## src/rtl/led_matrix_scanner_if.sv

```systemverilog
// Frame input / scan output bundle for led_matrix_scanner.
// The duty signal exists only when LED_PWM_EN is defined.
interface led_matrix_scanner_if #(
   parameter int unsigned ROWS  = 8,
   parameter int unsigned COLS  = 8
`ifdef LED_PWM_EN
   ,parameter int unsigned DWELL = 1000
`endif
);
   logic                      ena;
   logic                      frame_valid;
   logic [ROWS*COLS-1:0]      frame_data;
   logic                      frame_ready;
   logic [ROWS-1:0]           rows;
   logic [COLS-1:0]           cols;
   logic [$clog2(ROWS)-1:0]   row_idx;
   logic                      frame_done;
`ifdef LED_PWM_EN
   logic [$clog2(DWELL+1)-1:0] duty;

   modport master (
      output ena, frame_valid, frame_data, duty,
      input  frame_ready, rows, cols, row_idx, frame_done
   );
   modport slave (
      input  ena, frame_valid, frame_data, duty,
      output frame_ready, rows, cols, row_idx, frame_done
   );
`else
   modport master (
      output ena, frame_valid, frame_data,
      input  frame_ready, rows, cols, row_idx, frame_done
   );
   modport slave (
      input  ena, frame_valid, frame_data,
      output frame_ready, rows, cols, row_idx, frame_done
   );
`endif
endinterface

```

## src/rtl/led_matrix_scanner.sv

```systemverilog
// Row-multiplexed LED matrix scanner with double-buffered frame memory.
// Optional per-row PWM duty control is enabled by defining LED_PWM_EN.
module led_matrix_scanner #(
   parameter int unsigned ROWS  = 8,
   parameter int unsigned COLS  = 8,
   parameter int unsigned DWELL = 1000,
   parameter int unsigned BLANK = 8
) (
   input logic                 clk,
   input logic                 rst,
   led_matrix_scanner_if.slave bus
);
   localparam int unsigned RW   = $clog2(ROWS);
   localparam int unsigned N    = ROWS * COLS;
   localparam int unsigned MAXC = (DWELL > BLANK) ? DWELL : BLANK;
   localparam int unsigned CW   = (MAXC > 1) ? $clog2(MAXC) : 1;

   typedef enum logic [1:0] {StIdle, StBlank, StDwell} state_e;

   state_e          r_state, w_state_d;
   logic [RW-1:0]   r_row_idx, w_row_idx_d;
   logic [CW-1:0]   r_cnt, w_cnt_d;
   logic [N-1:0]    r_display, w_display_d;
   logic [N-1:0]    r_shadow, w_shadow_d;
   logic            r_full, w_full_d;
   logic            r_frame_done, w_frame_done_d;
   logic            w_accept, w_copy, w_enter_dwell, w_lit;
   logic [COLS-1:0] w_row_data [ROWS];

`ifdef LED_PWM_EN
   localparam int unsigned DW = $clog2(DWELL + 1);
   logic [DW-1:0] r_duty, w_duty_d;
`endif

   always_comb begin
      w_state_d      = r_state;
      w_row_idx_d    = r_row_idx;
      w_cnt_d        = r_cnt;
      w_frame_done_d = 1'b0;
      w_copy         = 1'b0;
      w_enter_dwell  = 1'b0;
      case (r_state)
         StIdle: begin
            w_copy = r_full;
            if (bus.ena) begin
               w_row_idx_d = '0;
               w_cnt_d     = '0;
               if (BLANK == 0) begin
                  w_state_d     = StDwell;
                  w_enter_dwell = 1'b1;
               end else begin
                  w_state_d = StBlank;
               end
            end
         end
         StBlank: begin
            if (r_cnt == CW'(BLANK - 1)) begin
               w_cnt_d       = '0;
               w_state_d     = StDwell;
               w_enter_dwell = 1'b1;
            end else begin
               w_cnt_d = r_cnt + CW'(1);
            end
         end
         StDwell: begin
            if (r_cnt == CW'(DWELL - 1)) begin
               w_cnt_d = '0;
               if (r_row_idx == RW'(ROWS - 1)) begin
                  w_row_idx_d    = '0;
                  w_frame_done_d = 1'b1;
                  w_copy         = r_full;
               end else begin
                  w_row_idx_d = r_row_idx + RW'(1);
               end
               if (BLANK == 0) begin
                  w_enter_dwell = 1'b1;
               end else begin
                  w_state_d = StBlank;
               end
            end else begin
               w_cnt_d = r_cnt + CW'(1);
            end
         end
         default: w_state_d = StIdle;
      endcase

      // Disable wins over everything; an idle buffer swap still goes ahead.
      if (!bus.ena) begin
         w_state_d      = StIdle;
         w_row_idx_d    = '0;
         w_cnt_d        = '0;
         w_frame_done_d = 1'b0;
         w_enter_dwell  = 1'b0;
         w_copy         = w_copy && (r_state == StIdle);
      end

      // Copy needs full=1 and accept needs full=0, so they never collide.
      w_accept    = bus.frame_valid && !r_full;
      w_display_d = w_copy ? r_shadow : r_display;
      w_shadow_d  = w_accept ? bus.frame_data : r_shadow;
      w_full_d    = w_copy ? 1'b0 : (w_accept ? 1'b1 : r_full);
`ifdef LED_PWM_EN
      w_duty_d    = w_enter_dwell ? bus.duty : r_duty;
`endif
   end

   always_ff @(posedge clk or posedge rst) begin
      if (rst) begin
         r_state      <= StIdle;
         r_row_idx    <= '0;
         r_cnt        <= '0;
         r_display    <= '0;
         r_shadow     <= '0;
         r_full       <= 1'b0;
         r_frame_done <= 1'b0;
`ifdef LED_PWM_EN
         r_duty       <= '0;
`endif
      end else begin
         r_state      <= w_state_d;
         r_row_idx    <= w_row_idx_d;
         r_cnt        <= w_cnt_d;
         r_display    <= w_display_d;
         r_shadow     <= w_shadow_d;
         r_full       <= w_full_d;
         r_frame_done <= w_frame_done_d;
`ifdef LED_PWM_EN
         r_duty       <= w_duty_d;
`endif
      end
   end

   for (genvar g = 0; g < ROWS; g++) begin : g_row_view
      assign w_row_data[g] = r_display[g*COLS +: COLS];
   end

`ifdef LED_PWM_EN
   assign w_lit = (r_state == StDwell) && (32'(r_cnt) < 32'(r_duty));
`else
   assign w_lit = (r_state == StDwell);
`endif

   assign bus.rows        = (r_state == StDwell) ? (ROWS'(1) << r_row_idx) : '0;
   assign bus.cols        = w_lit ? w_row_data[r_row_idx] : '0;
   assign bus.row_idx     = r_row_idx;
   assign bus.frame_done  = r_frame_done;
   assign bus.frame_ready = !r_full;
endmodule

```

## src/flat_wrapper.sv

```systemverilog
// flat-port wrapper written by rule: the top's interface ports become plain ports
module led_matrix_scanner_flat 
#(
   parameter int unsigned ROWS  = 8,
   parameter int unsigned COLS  = 8,
   parameter int unsigned DWELL = 1000,
   parameter int unsigned BLANK = 8
)
  (clk, rst, bus_ena, bus_frame_valid, bus_frame_data, bus_frame_ready, bus_rows, bus_cols, bus_row_idx, bus_frame_done);
  led_matrix_scanner_if #(.ROWS(ROWS), .COLS(COLS)) bus_i ();
  input logic clk;
  input logic rst;
  input wire logic [$bits(bus_i.ena)-1:0] bus_ena;
  input wire logic [$bits(bus_i.frame_valid)-1:0] bus_frame_valid;
  input wire logic [$bits(bus_i.frame_data)-1:0] bus_frame_data;
  output wire logic [$bits(bus_i.frame_ready)-1:0] bus_frame_ready;
  output wire logic [$bits(bus_i.rows)-1:0] bus_rows;
  output wire logic [$bits(bus_i.cols)-1:0] bus_cols;
  output wire logic [$bits(bus_i.row_idx)-1:0] bus_row_idx;
  output wire logic [$bits(bus_i.frame_done)-1:0] bus_frame_done;
  assign bus_i.ena = bus_ena;
  assign bus_i.frame_valid = bus_frame_valid;
  assign bus_i.frame_data = bus_frame_data;
  assign bus_frame_ready = bus_i.frame_ready;
  assign bus_rows = bus_i.rows;
  assign bus_cols = bus_i.cols;
  assign bus_row_idx = bus_i.row_idx;
  assign bus_frame_done = bus_i.frame_done;
  led_matrix_scanner #(.ROWS(ROWS), .COLS(COLS), .DWELL(DWELL), .BLANK(BLANK)) u_core (.clk(clk), .rst(rst), .bus(bus_i));
endmodule
```

## config.mk

```make
export PLATFORM = sky130hd
export DESIGN_NAME = led_matrix_scanner_flat
export DESIGN_NICKNAME = d
export VERILOG_FILES = /design/src/rtl/led_matrix_scanner_if.sv /design/src/rtl/led_matrix_scanner.sv /design/src/flat_wrapper.sv
export SDC_FILE = /design/constraint.sdc
export NUM_CORES = 1
export LEC_CHECK = 0
export CAP_MARGIN = 25
export CORE_MARGIN = 2
export CORE_UTILIZATION = 40
export DETAILED_ROUTE_END_ITERATION = 10
export HOLD_SLACK_MARGIN = 0.03
export PLACE_DENSITY = 0.7
export SYNTH_ARGS = -nofsm -noshare
export SYNTH_HDL_FRONTEND = slang
export SYNTH_SLANG_ARGS = --single-unit
export TNS_END_PERCENT = 10
```

## constraint.sdc

```tcl
create_clock -name clk -period 6.3 [get_ports clk]
set_clock_uncertainty 0.15 [all_clocks]
set_input_delay 0.945 -clock clk [delete_from_list [all_inputs] [get_ports clk]]
set_output_delay 0.945 -clock clk [all_outputs]
set_load 0.01 [all_outputs]
```

=== Word level (Yosys, flattened, before mapping) ===
Cells that the tools add are included.

* Flip-flop bits (word level): 145
* Logic and storage cells: 55
* Output and inout bits: 21
* Input bits: 68

* Add/subtract/negate cells: 2
* Multiplexer cells: 27
* Bitwise logic cells: 1
* Reductions and logical operators: 7
* Shift-type cells: 1
* Order comparisons: 1
* Eq/ne operators: 9

{| class="wikitable"
|+ Operators by type and width
! operator !! count
|-
| 8-bit two-way mux || 4
|-
| 10-bit two-way mux || 3
|-
| 10-bit case mux with 3 select lines || 1
|-
| 8-bit binary-select mux with 3-bit select || 1
|-
| 10-bit by 1-bit adder with 10-bit output, second input constant || 1
|-
| 10-bit == test, second input constant || 1
|-
| 10-bit by 3-bit == test with 1-bit output, second input constant || 1
|-
| 1-bit two-way mux || 9
|-
| 3-bit two-way mux || 3
|-
| 1-bit by 3-bit left shift with 8-bit output, first input constant || 1
|-
| 2-bit two-way mux || 3
|-
| 2-bit case mux with 3 select lines || 1
|-
| 3-bit case mux with 2 select lines || 1
|-
| 4-bit greater-or-equal comparator, second input constant || 1
|-
| 4-bit by 1-bit != test with 1-bit output, second input constant || 1
|-
| 3-bit NOT with 4-bit output || 1
|-
| 2-bit AND reduction || 2
|-
| 3-bit by 1-bit adder with 3-bit output, second input constant || 1
|-
| 3-bit == test, second input constant || 1
|-
| 3-bit by 1-bit != test with 1-bit output, second input constant || 1
|-
| 3-bit by 2-bit != test with 1-bit output, second input constant || 1
|-
| 3-bit != test, second input constant || 1
|-
| 2-bit by 1-bit == test with 1-bit output, second input constant || 1
|-
| 2-bit == test, second input constant || 1
|-
| other kinds (5) || 6
|}

=== Logic depth before layout (Yosys ltp) ===
* Depth in word-level cells: 7
* Mapped depth: 8

=== Worst setup path after synthesis ===
No wires, ideal clock.

* Kind: reg-to-output
* From: reg u_core.r_row_idx[0] (netlist: u_core.bus.row_idx[0])
* To: out bus_cols[0]
* Cell stages (with the launch flop): 6
* Arrival: 1.689 ns
* Slack: 3.516 ns
* Required time: 5.205 ns
* Cell sequence: dfrtp_1 > buf_2 > buf_2 > mux4_2 > nand2_1 > a21oi_1

* Longest elaborated chain between the ends: 5

{| class="wikitable"
|+ Ends and longest elaborated chain
! item !! RTL line !! text
|-
| start: declaration || led_matrix_scanner.sv:21 || <nowiki>logic [RW-1:0] r_row_idx, w_row_idx_d;</nowiki>
|-
| start signal: assignment || led_matrix_scanner.sv:121 || <nowiki>r_row_idx <= w_row_idx_d;</nowiki>
|-
| 3-bit NOT with 4-bit output (implied by the code) || led_matrix_scanner.sv:144 || <nowiki>assign bus.cols = w_lit ? w_row_data[r_row_idx] : '0;</nowiki>
|-
| 8-bit binary-select mux with 3-bit select || led_matrix_scanner.sv:144 ||
|-
| 8-bit two-way mux (implied by the code) (2 in series) || led_matrix_scanner.sv:144 ||
|-
| 8-bit two-way mux || led_matrix_scanner.sv:144 ||
|-
| end: declaration || flat_wrapper.sv:18 || <nowiki>output wire logic [$bits(bus_i.cols)-1:0] bus_cols;</nowiki>
|}

No other way between the ends. The select of a mux whose other input is x is not followed.

=== Worst setup path after layout ===
* From: reg u_core.r_row_idx[0] (netlist: u_core.bus.row_idx[0])
* To: out bus_cols[6]

Same word-level chain as after synthesis.

==> results.yml <==
routing:
  post-route-drc-count: 0
  vias_per_cell: 5.06
  drt_wl_total_um: 13100
  vias: 3854
  dr.pass1.iters: 4
  drtIter0Drc: 218
  routedWlPerCell_um: 17.2
  antenna_left: 0
placement:
  placed_cells: 728
  port_buffers: 88
  pre_cts_ws_ps: 2290
  dpl.hpwl_um: 9300
  gp_congestion: 0.831
setup_path:
  critical_path_class: "reg -> out"
  worstSetupStartpointType: "register"
  cp_data_required_time_ps: 5200
  end_kind: "output pin"
  r2r_cells: 8
  worstPathMaxFanout: 13
  arrival_ps: 2810
pwr:
  switching_share: 0.277
  p_per_area_mw_per_mm2: 466
  power_leakage_nw: 3.36
  comb_power_share: 0.269
  clkPwrFrac: 0.302
  p_switching_mw: 1.06
  peakVddDrop_mv: 0.233
  p_int_mw: 2.75
  pwr-share-seq: 0.429
sta:
  worst_pin_slew_ps: 956
  layout_worst_path_cycle_share: 0.620
  finalMaxSlewViolations: 0
  max-slew-margin-rel: 0.362
  rsz0062_at_grt: "false"
  fin_tns_setup_ps: 0
  layout_setup_ws_ps: 2400
  hold_violations: 0
  setup_violations: 0
  fmax_ghz: 0.256
  period_needed_ps: 3900
clock_tree:
  holdBufCountCts: 0
  cts.sink_count: 145
  clock_path_buffers: 2
  cts_root_buf: "clkbuf_16"
  clk_pin_slew_worst_paths_ps: 60
  htree_num_levels: 4
  postCtsSetupRepairBufs: 0
  cts_tree: "yes"
  clk_latency_ps: 420
  cts_resized: 0
  numCtsBuffers: 17
yosys:
  ys_types: 42
  seq_area_frac_synth: 0.569
  synthMostInstantiatedCell: "dfrtp_1"
  synth_edf_count: 0
  yosys-top-cells-area: "dfrtp_1 57%, mux2_1 11%, mux2_2 11%"
  async_reset_ff_frac: 1.00
  syn-num-nets: 522
  ys_ff_latch: 145
  yosysTopAreaCell: "dfrtp_1"
  synthCells: 443
  syn_avg_cell_area_sq_um: 14.4
  yosysWarningCount: 0
  ys.flop_type: "dfrtp_1"
  synth_common_cells: "145 x dfrtp_1, 64 x mux2_1, 64 x mux2_2, 30 x nand2_1, 16 x mux4_2"
  syn_area_sq_mm: 0.00638
  synth.top_cell.area_share: 0.569
final_layout:
  stdcell_count: 762
  area_delta_synth_final_pct: 28.2
  nets: 612
  drive_gt1_frac: 0.229
  antenna_cells: 0
  nFillCells: 1292
floorplanning:
  die_y_um: 130
  start_util: 0.406
  die_w_um: 130
  placementRows: 46
  dieArea_sq_mm: 0.0170
  pin_count: 89
  core_sq_mm: 0.0157
grt:
  grt_max_degree: 74
  grt_pass1_vias: 4111
  grt_pass1_wl_um: 21700
  antenna_found_initial: 0
  grt_usage: 0.170
  overflow: 0
flow_run:
  timing.max_cap.violations: 0
min_path:
  holdPathStages: 1
  min_path_type: "reg -> reg"
run_status:
  status: "finished, final reports clean"
power by group through the flow:
stage | clock (mW) | combinational [mW] | sequential (mW)
floorplan | 0 | 0.854 | 1.52
global placement | 0 | 0.966 | 1.62
detailed placement | 0 | 1.02 | 1.65
CTS | 1.17 | 1.03 | 1.64
global route | 1.21 | 1.13 | 1.69
finish | 1.15 | 1.02 | 1.63
area by class of cell:
| class | count | area [sq um] | area share |
|---|---|---|---|
| clock buffers | 19 | 453 | 0.0554 |
| clock inverters | 13 | 230 | 0.0282 |
| inverters | 10 | 42.5 | 0.00521 |
| multi-input cells | 265 | 2590 | 0.317 |
| flip-flops and latches | 145 | 3630 | 0.444 |
| well taps | 216 | 270 | 0.0331 |
| repair buffers | 94 | 958 | 0.117 |
through the flow:
stage          hold WS [ps]  cell area [sq um]  total power [mW]   util
2_1_floorplan           302               6380              2.38      -
3_3_place_gp            313               7440              2.59  0.474
3_5_place_dp            322               7440              2.67  0.474
4_1_cts                 335               8120              3.84  0.517
5_1_grt                 345               8170              4.03  0.520
6_report                333               8170              3.81  0.520
critical path, cell delays in order (launching register included):
cell,delay [ps]
dfrtp_1,740
buf_4,370
mux4_2,560
nand2_1,110
a21oi_1,100
clkdlybuf4s50_1,510
cells in the final DEF (no fill, tap or decap), types with 3 or more instances in the layout:
| cell type | count |
|---|---|
| ha_1 | 11 |
| xnor2_1 | 3 |
| clkinvlp_4 | 3 |
| bufinv_16 | 6 |
| and3_1 | 11 |
| mux2_2 | 64 |
| buf_4 | 4 |
| dfrtp_1 | 145 |
| a21oi_1 | 14 |
| o21ai_0 | 7 |
| inv_6 | 3 |
| nand3_1 | 8 |
| nor2_1 | 4 |
| clkbuf_16 | 17 |
| mux2_1 | 64 |
| a31oi_1 | 3 |
| mux4_2 | 16 |
| nand2_1 | 30 |
| clkdlybuf4s50_1 | 88 |
| inv_1 | 8 |
| mux2i_1 | 3 |
routing by layer:
metal | GRT usage | share of wire | wire (um) | vias up
met5 | 0 | 0 | 0 | -
met4 | 0.0506 | 0.013 | 174 | 0
met3 | 0.0508 | 0.047 | 614 | 15
met2 | 0.266 | 0.49 | 6410 | 85
met1 | 0.230 | 0.45 | 5930 | 1975
li1 | - | - | - | 1779
path summary, 6_finish.rpt:
kind | start | endpoint | slack, ps
worst max-delay path | u_core.bus.row_idx[0] | bus_cols[6] | 2400
worst min-delay path | u_core.r_display[23] | u_core.r_display[23] | 330
worst max register to register | u_core.bus.row_idx[1] | u_core.r_display[56] | 2980
worst min register to register | u_core.r_display[23] | u_core.r_display[23] | 330
max in group asynchronous | rst | u_core.r_display[5] | 4180
min in group asynchronous | rst | u_core.r_shadow[0] | 850
sequential cells by signal, indices dropped and copies added, names as in the netlist:
register and count:
u_core.r_shadow 64, u_core.bus.row_idx 3, u_core.r_cnt 10, u_core.r_state 2
u_core.bus.frame_done 1, u_core.r_full 1, u_core.r_display 64
kinds of logic after synthesis:
kind of cell / after synthesis / synth area share
multiplexers: 147 / 0.287
adder cells (fa/ha/maj): 11 / 0.0216
buffers and inverters: 33 / 0.0279
flip-flops: 145 / 0.569
AND/OR/NAND/NOR: 71 / 0.0595
XOR/XNOR: 5 / 0.00687
AO/OA/AOI/OAI: 31 / 0.0279
Note: power is estimated with default switching activity, not from simulation.
